<file path="src/rtl/tetris_input_ctrl.sv">
// rtl/tetris_input_ctrl.sv - joystick direction FSM and debounced buttons for the tetris game
// Optional: define ADC_AVG_EN to threshold the mean of the last four joystick samples.
module tetris_input_ctrl #(
    parameter int          DEBOUNCE_CYCLES = 500000,
    parameter logic [11:0] ADC_LEFT_TH     = 12'd1000,
    parameter logic [11:0] ADC_RIGHT_TH    = 12'd3000,
    parameter logic [11:0] ADC_HYST        = 12'd200,
    parameter int          CONFIRM         = 4
) (
    input  logic        clk,
    input  logic        reset_n,
    input  logic [11:0] adc_value,
    input  logic        adc_valid,
    input  logic        btn_rotate_n,
    input  logic        btn_drop_n,
    input  logic        game_over,
    output logic        move_left,
    output logic        move_right,
    output logic        move_down,
    output logic        rotate
);

    localparam int DW = (DEBOUNCE_CYCLES > 1) ? $clog2(DEBOUNCE_CYCLES) : 1;
    localparam logic [DW-1:0] DB_LAST = DW'(DEBOUNCE_CYCLES - 1);
    localparam int CW = $clog2(CONFIRM + 1);
    localparam logic [CW-1:0] CONFIRM_N = CW'(CONFIRM);

    localparam logic [12:0] LEFT_TH13  = {1'b0, ADC_LEFT_TH};
    localparam logic [12:0] RIGHT_TH13 = {1'b0, ADC_RIGHT_TH};
    localparam logic [12:0] LEFT_SUM   = {1'b0, ADC_LEFT_TH} + {1'b0, ADC_HYST};
    localparam logic [12:0] LEFT_EXIT  = (LEFT_SUM > 13'd4095) ? 13'd4095 : LEFT_SUM;
    localparam logic [12:0] RIGHT_EXIT = (ADC_RIGHT_TH > ADC_HYST) ?
                                         ({1'b0, ADC_RIGHT_TH} - {1'b0, ADC_HYST}) : 13'd0;

    typedef enum logic [1:0] {CENTER, LEFT, RIGHT} dir_t;

    // bit 0 = rotate, bit 1 = drop; all held as active-low "released = 1"
    logic [1:0]         btn_sync1;
    logic [1:0]         btn_sync2;
    logic [1:0]         btn_acc;
    logic [1:0][DW-1:0] db_cnt;

    always_ff @(posedge clk or negedge reset_n) begin
        if (!reset_n) begin
            btn_sync1 <= 2'b11;
            btn_sync2 <= 2'b11;
            btn_acc   <= 2'b11;
            db_cnt    <= '0;
        end else begin
            btn_sync1 <= {btn_drop_n, btn_rotate_n};
            btn_sync2 <= btn_sync1;
            for (int i = 0; i < 2; i++) begin
                if (btn_sync2[i] == btn_acc[i]) begin
                    db_cnt[i] <= '0;
                end else if (db_cnt[i] == DB_LAST) begin
                    btn_acc[i] <= btn_sync2[i];
                    db_cnt[i]  <= '0;
                end else begin
                    db_cnt[i] <= db_cnt[i] + 1'b1;
                end
            end
        end
    end

    logic [11:0] sample;

`ifdef ADC_AVG_EN
    // hist[0] is the newest previous sample; the current sample joins the mean immediately
    logic [2:0][11:0] hist;
    logic [13:0]      sum;

    assign sum    = {2'b00, adc_value} + {2'b00, hist[0]} + {2'b00, hist[1]} + {2'b00, hist[2]};
    assign sample = sum[13:2];

    always_ff @(posedge clk or negedge reset_n) begin
        if (!reset_n) begin
            hist <= {3{12'd2048}};
        end else if (adc_valid) begin
            hist <= {hist[1:0], adc_value};
        end
    end
`else
    assign sample = adc_value;
`endif

    dir_t          state, state_next;
    logic [CW-1:0] left_cnt, left_cnt_next;
    logic [CW-1:0] right_cnt, right_cnt_next;
    logic [12:0]   s13;

    assign s13 = {1'b0, sample};

    always_ff @(posedge clk or negedge reset_n) begin
        if (!reset_n) begin
            state     <= CENTER;
            left_cnt  <= '0;
            right_cnt <= '0;
        end else begin
            state     <= state_next;
            left_cnt  <= left_cnt_next;
            right_cnt <= right_cnt_next;
        end
    end

    // counters are only non-zero while in CENTER, so every entry to CENTER starts from zero
    always_comb begin
        state_next     = state;
        left_cnt_next  = left_cnt;
        right_cnt_next = right_cnt;
        if (game_over) begin
            state_next     = CENTER;
            left_cnt_next  = '0;
            right_cnt_next = '0;
        end else if (adc_valid) begin
            case (state)
                CENTER: begin
                    left_cnt_next  = (s13 < LEFT_TH13)  ? left_cnt + 1'b1  : '0;
                    right_cnt_next = (s13 > RIGHT_TH13) ? right_cnt + 1'b1 : '0;
                    if (left_cnt_next == CONFIRM_N) begin
                        state_next     = LEFT;
                        left_cnt_next  = '0;
                        right_cnt_next = '0;
                    end else if (right_cnt_next == CONFIRM_N) begin
                        state_next     = RIGHT;
                        left_cnt_next  = '0;
                        right_cnt_next = '0;
                    end
                end
                LEFT: begin
                    if (s13 >= LEFT_EXIT) state_next = CENTER;
                end
                RIGHT: begin
                    if (s13 <= RIGHT_EXIT) state_next = CENTER;
                end
                default: begin
                    state_next     = CENTER;
                    left_cnt_next  = '0;
                    right_cnt_next = '0;
                end
            endcase
        end
    end

    always_ff @(posedge clk or negedge reset_n) begin
        if (!reset_n) begin
            move_left  <= 1'b0;
            move_right <= 1'b0;
            move_down  <= 1'b0;
            rotate     <= 1'b0;
        end else if (game_over) begin
            move_left  <= 1'b0;
            move_right <= 1'b0;
            move_down  <= 1'b0;
            rotate     <= 1'b0;
        end else begin
            move_left  <= (state == LEFT);
            move_right <= (state == RIGHT);
            move_down  <= ~btn_acc[1];
            rotate     <= ~btn_acc[0];
        end
    end

endmodule

</file>
<file path="config.mk">
export PLATFORM = sky130hd
export DESIGN_NAME = tetris_input_ctrl
export DESIGN_NICKNAME = d
export VERILOG_FILES = /design/src/rtl/tetris_input_ctrl.sv
export SDC_FILE = /design/constraint.sdc
export NUM_CORES = 1
export LEC_CHECK = 0
export CORE_ASPECT_RATIO = 2
export CORE_UTILIZATION = 60
export DETAILED_ROUTE_END_ITERATION = 8
export GPL_TIMING_DRIVEN = 0
export PLACE_DENSITY = 0.82
export SYNTH_ARGS = -nofsm -noshare
export SYNTH_HDL_FRONTEND = slang
export SYNTH_SLANG_ARGS = --single-unit
</file>
<file path="constraint.sdc">
create_clock -name clk -period 4.3 [get_ports clk]
set_input_delay 0.43 -clock clk [delete_from_list [all_inputs] [get_ports clk]]
set_output_delay 0.43 -clock clk [all_outputs]
set_load 0.01 [all_outputs]
</file>
==> parameters.txt <==
Parameter                              Value

Clocking
  H-tree depth    2
  Clock root buffer    clkbuf_8
  Clock-pin slew on the worst setup and hold paths    0.09 ns
  Clock tree from TritonCTS    done
  Worst-Skew Late Latency    0.31 ns
  Clk buf depth    2
  Post-CTS Hold Fix Bufs    0
  Total CTS buffers    5
  Post-cts resize count    0
  # clock sinks    56
  Post-CTS setup buffer count    0

Detailed routing
  Number of nets with antenna violations after routing    0
  Initial DRC count    31
  WL met3    81 um
  Average detailed-routed wire length per instance    13.8 um
  Final routed wirelength across all metal layers    5070 um
  Uppermost routed layer    met4
  Met2 wire len    2840 um
  Via density per instance    5.62
  Total iterations of the first detailed-routing run    4
  Via count    2057
  Length of routed wiring on met1    2010 um
  DRC    0

Floorplanning
  Die Outline Area    0.00496 mm2
  Vert. Die Dim    98.6 um
  Die X    50.3 um
  # IOs    22
  Starting Density    0.632
  Number of rows in the core area    34
  Area of the core    0.00442 mm2

STA
  Transition time at the pin with the least slew margin    0.461 ns
  Fin crit period    2.00 ns
  Final worst setup slack    2.30 ns
  Setup tns final    0 ns
  Unrepaired setup endpoints after global routing    no
  Max-slew headroom at the worst pin    0.691
  Final setup violating endpoints    0
  Final Hold Fails    0
  Layout Skew    0.0159 ns
  Part of the cycle the worst path needs    0.466
  Upper clock frequency limit    499 MHz
  Final count of pins violating max slew    0

Logic synthesis
  Combinational family with the most area after synthesis    simple AND/OR/NAND/NOR gates
  Compound-cell area share of the yosys netlist    0.0604
  Mapped Avg Cell Area    9.92 um2
  Synth async-reset ratio    1.00
  Post-synth top flop    dfrtp_1
  Register area share after synthesis    0.504
  Share of cell area taken by muxes after synthesis    0.00805
  Combined area of all synthesized cells    0.00280 mm2
  Instance count of the mapped netlist    282
  Number of storage elements in the synthesis netlist    56
  Most area-hungry cell type in the Yosys netlist    dfrtp_1
  Share of Yosys cell area claimed by the top area cell type    0.447
  Top cells by area, synth    dfrtp_1 45%, nor2_1 6.4%, xor2_1 6.3%
  Number of different library cells in the post-synthesis netlist    44
  Number of enable-type register cells in the synthesized netlist    0
  Xor and xnor area share after synthesis    0.113
  Number of synthesis warnings    0
  Post-synthesis share of cell area spent on full adders, half adders and majority gates    0.0313
  Simple-gate share of the synthesized area    0.265
  Post-Synthesis Net Count    307

Finish
  Post-layout net count    336
  Final standard cell area without fillers    0.00320 mm2
  Antenna diodes    0
  Post-route non-filler standard cell count    366
  Area overhead of the layout relative to synthesis    14.3%
  Layout cell share with drive strength beyond 1    0.0929

Job
  Max capacitance violation total    0

Placement
  Cells after DPL    358
  Placed cell area    0.00309 mm2
  GPL Wtd Cong    0.831
  Post-DP HPWL    3840 um
  Number of port buffers    21
  Worst slack, placed    2.06 ns

Worst setup path
  Most frequent cell on the critical path    buf_2
  Startpoint class of the critical path    flop
  CP max stage delay    0.40 ns
  Crit path DAT    2.19 ns
  Source of the worst register-to-register timing path    db_cnt[19]
  Launching element of the worst setup path    db_cnt[19]
  Ordered cell list for the critical path    ha_1, nand4_1, nor3_1, or2_1, buf_2, buf_2, nor2_1
  Crit-path max FO    10
  Required time of the critical path    4.49 ns
  Worst setup path class    flop to flop
  Worst Setup End Kind    flop
  Buffering stage count on the worst path with inverters included    2
  Max stage delay cell, worst path    dfrtp_1
  Top Family by Delay on Critical Path    simple AND/OR/NAND/NOR gates

Run status
  Outcome    finished clean

Power
  Cell Pwr Density    297 mW/mm2
  Clock power frac    0.354
  Fraction of power spent switching nets    0.220
  Pleak    1.36 nW
  Reg power frac    0.572
  Comb power frac    0.074
  Pint    741 uW
  Maximum VDD drop    0.224 mV
  Switch Pwr    209 uW

Global routing
  Total Routing Usage GR    0.232
  Overflow left after global routing    0
  Initial antenna violation count    0
  Global-route wire length before repair    8800 um
  Pin count of the biggest net entering global routing    42
  Via count of the first global-routing pass    2090

Worst hold path
  Hold Crit Class    input pin to asynchronous set/reset pin
==> synth_stat cells (all sizes together) (5+ instances only) <==
master,instances
ha,7
and3,9
nand2b,7
inv,8
xor2,20
o21ai,9
nor3,7
dfstp,6
dfrtp,50
nand4,7
nand2,26
nand3,14
nor2b,5
nor2,48
xnor2,16
==> registers in the layout, indices dropped and copies added (netlist names) <==
name,count
db_cnt,38
btn_sync2,2
state,2
rotate,1
right_cnt,3
btn_acc,2
left_cnt,3
move_right,1
btn_sync1,2
move_down,1
move_left,1
==> cells in the final DEF (no fill, tap or decap), drive strengths merged, types with 2 or more instances in the layout <==
| cell type | synthesis | layout |
|---|---|---|
| nand2 | 26 | 26 |
| or2 | 3 | 3 |
| buf | 4 | 6 |
| nor4 | 4 | 4 |
| nand4b | 3 | 3 |
| and4 | 3 | 3 |
| o21ai | 9 | 9 |
| xnor2 | 16 | 16 |
| dfrtp | 50 | 50 |
| nand3 | 14 | 14 |
| and3 | 9 | 9 |
| ha | 7 | 7 |
| nand2b | 7 | 7 |
| clkbuf | 1 | 7 |
| nor2 | 48 | 48 |
| nor4b | 2 | 2 |
| nor2b | 5 | 5 |
| nor3b | 2 | 2 |
| mux2 | 2 | 2 |
| a21oi | 4 | 4 |
| a21o | 3 | 3 |
| and2 | 2 | 2 |
| nor3 | 7 | 7 |
| xor2 | 20 | 20 |
| inv | 8 | 8 |
| nand4 | 7 | 7 |
| dfstp | 6 | 6 |
| clkdlybuf4s50 | 0 | 20 |
==> cell families (layout without fill, tap and decap cells) <==
| logic type | Yosys count | count (layout) |
|---|---|---|
| AO/OA/AOI/OAI | 24 | 24 |
| XOR/XNOR | 36 | 36 |
| adder cells (fa/ha/maj) | 7 | 7 |
| buffers and inverters | 13 | 43 |
| flip-flops | 56 | 56 |
| multiplexers | 2 | 2 |
| AND/OR/NAND/NOR | 144 | 144 |
==> power by group through the flow <==
stage	logic (mW)	clock network, mW	registers, mW
after floorplan	0.0301	0	0.553
after global placement	0.0689	0	0.553
after detailed placement	0.0716	0	0.554
after CTS	0.0719	0.340	0.543
after global routing	0.0800	0.357	0.545
final	0.0707	0.336	0.543
==> worst paths after layout <==
check	end	slack [ns]	depth (start not counted)
min in group clk	btn_sync2[0]	0.36	0
hold reg to reg	btn_sync2[0]	0.36	0
setup / recovery	db_cnt[32]	2.30	7
hold / removal	db_cnt[19]	0.03	1
setup reg to reg	db_cnt[32]	2.30	7
max in group asynchronous	btn_sync1[0]	3.68	2
==> layout make-up <==
class | instances | area [um2]
plain buffers | 5 | 23.8
clock buffers | 6 | 72.6
clock inverters | 2 | 35.0
fillers | 345 | 1230
inverters | 8 | 30.0
multi-input cells | 213 | 1340
flip-flops and latches | 56 | 1410
well taps | 54 | 67.6
repair buffers | 22 | 225
==> metrics by stage <==
stage	power, mW	utilization	hold slack [ns]
floorplan	0.583	-	0.134
global placement	0.622	0.695	0.345
detailed placement	0.625	0.699	0.347
CTS	0.956	0.723	0.0342
global route	0.982	0.723	0.0507
finish	0.950	0.723	0.0255
==> layer usage <==
layer / global-route usage / up-vias
li1: - / 1011
met3: 0.0278 / 10
met5: 0 / -
met2: 0.423 / 34
met1: 0.258 / 1002
met4: 0.103 / 0
Power figures use the tool's default switching activity.
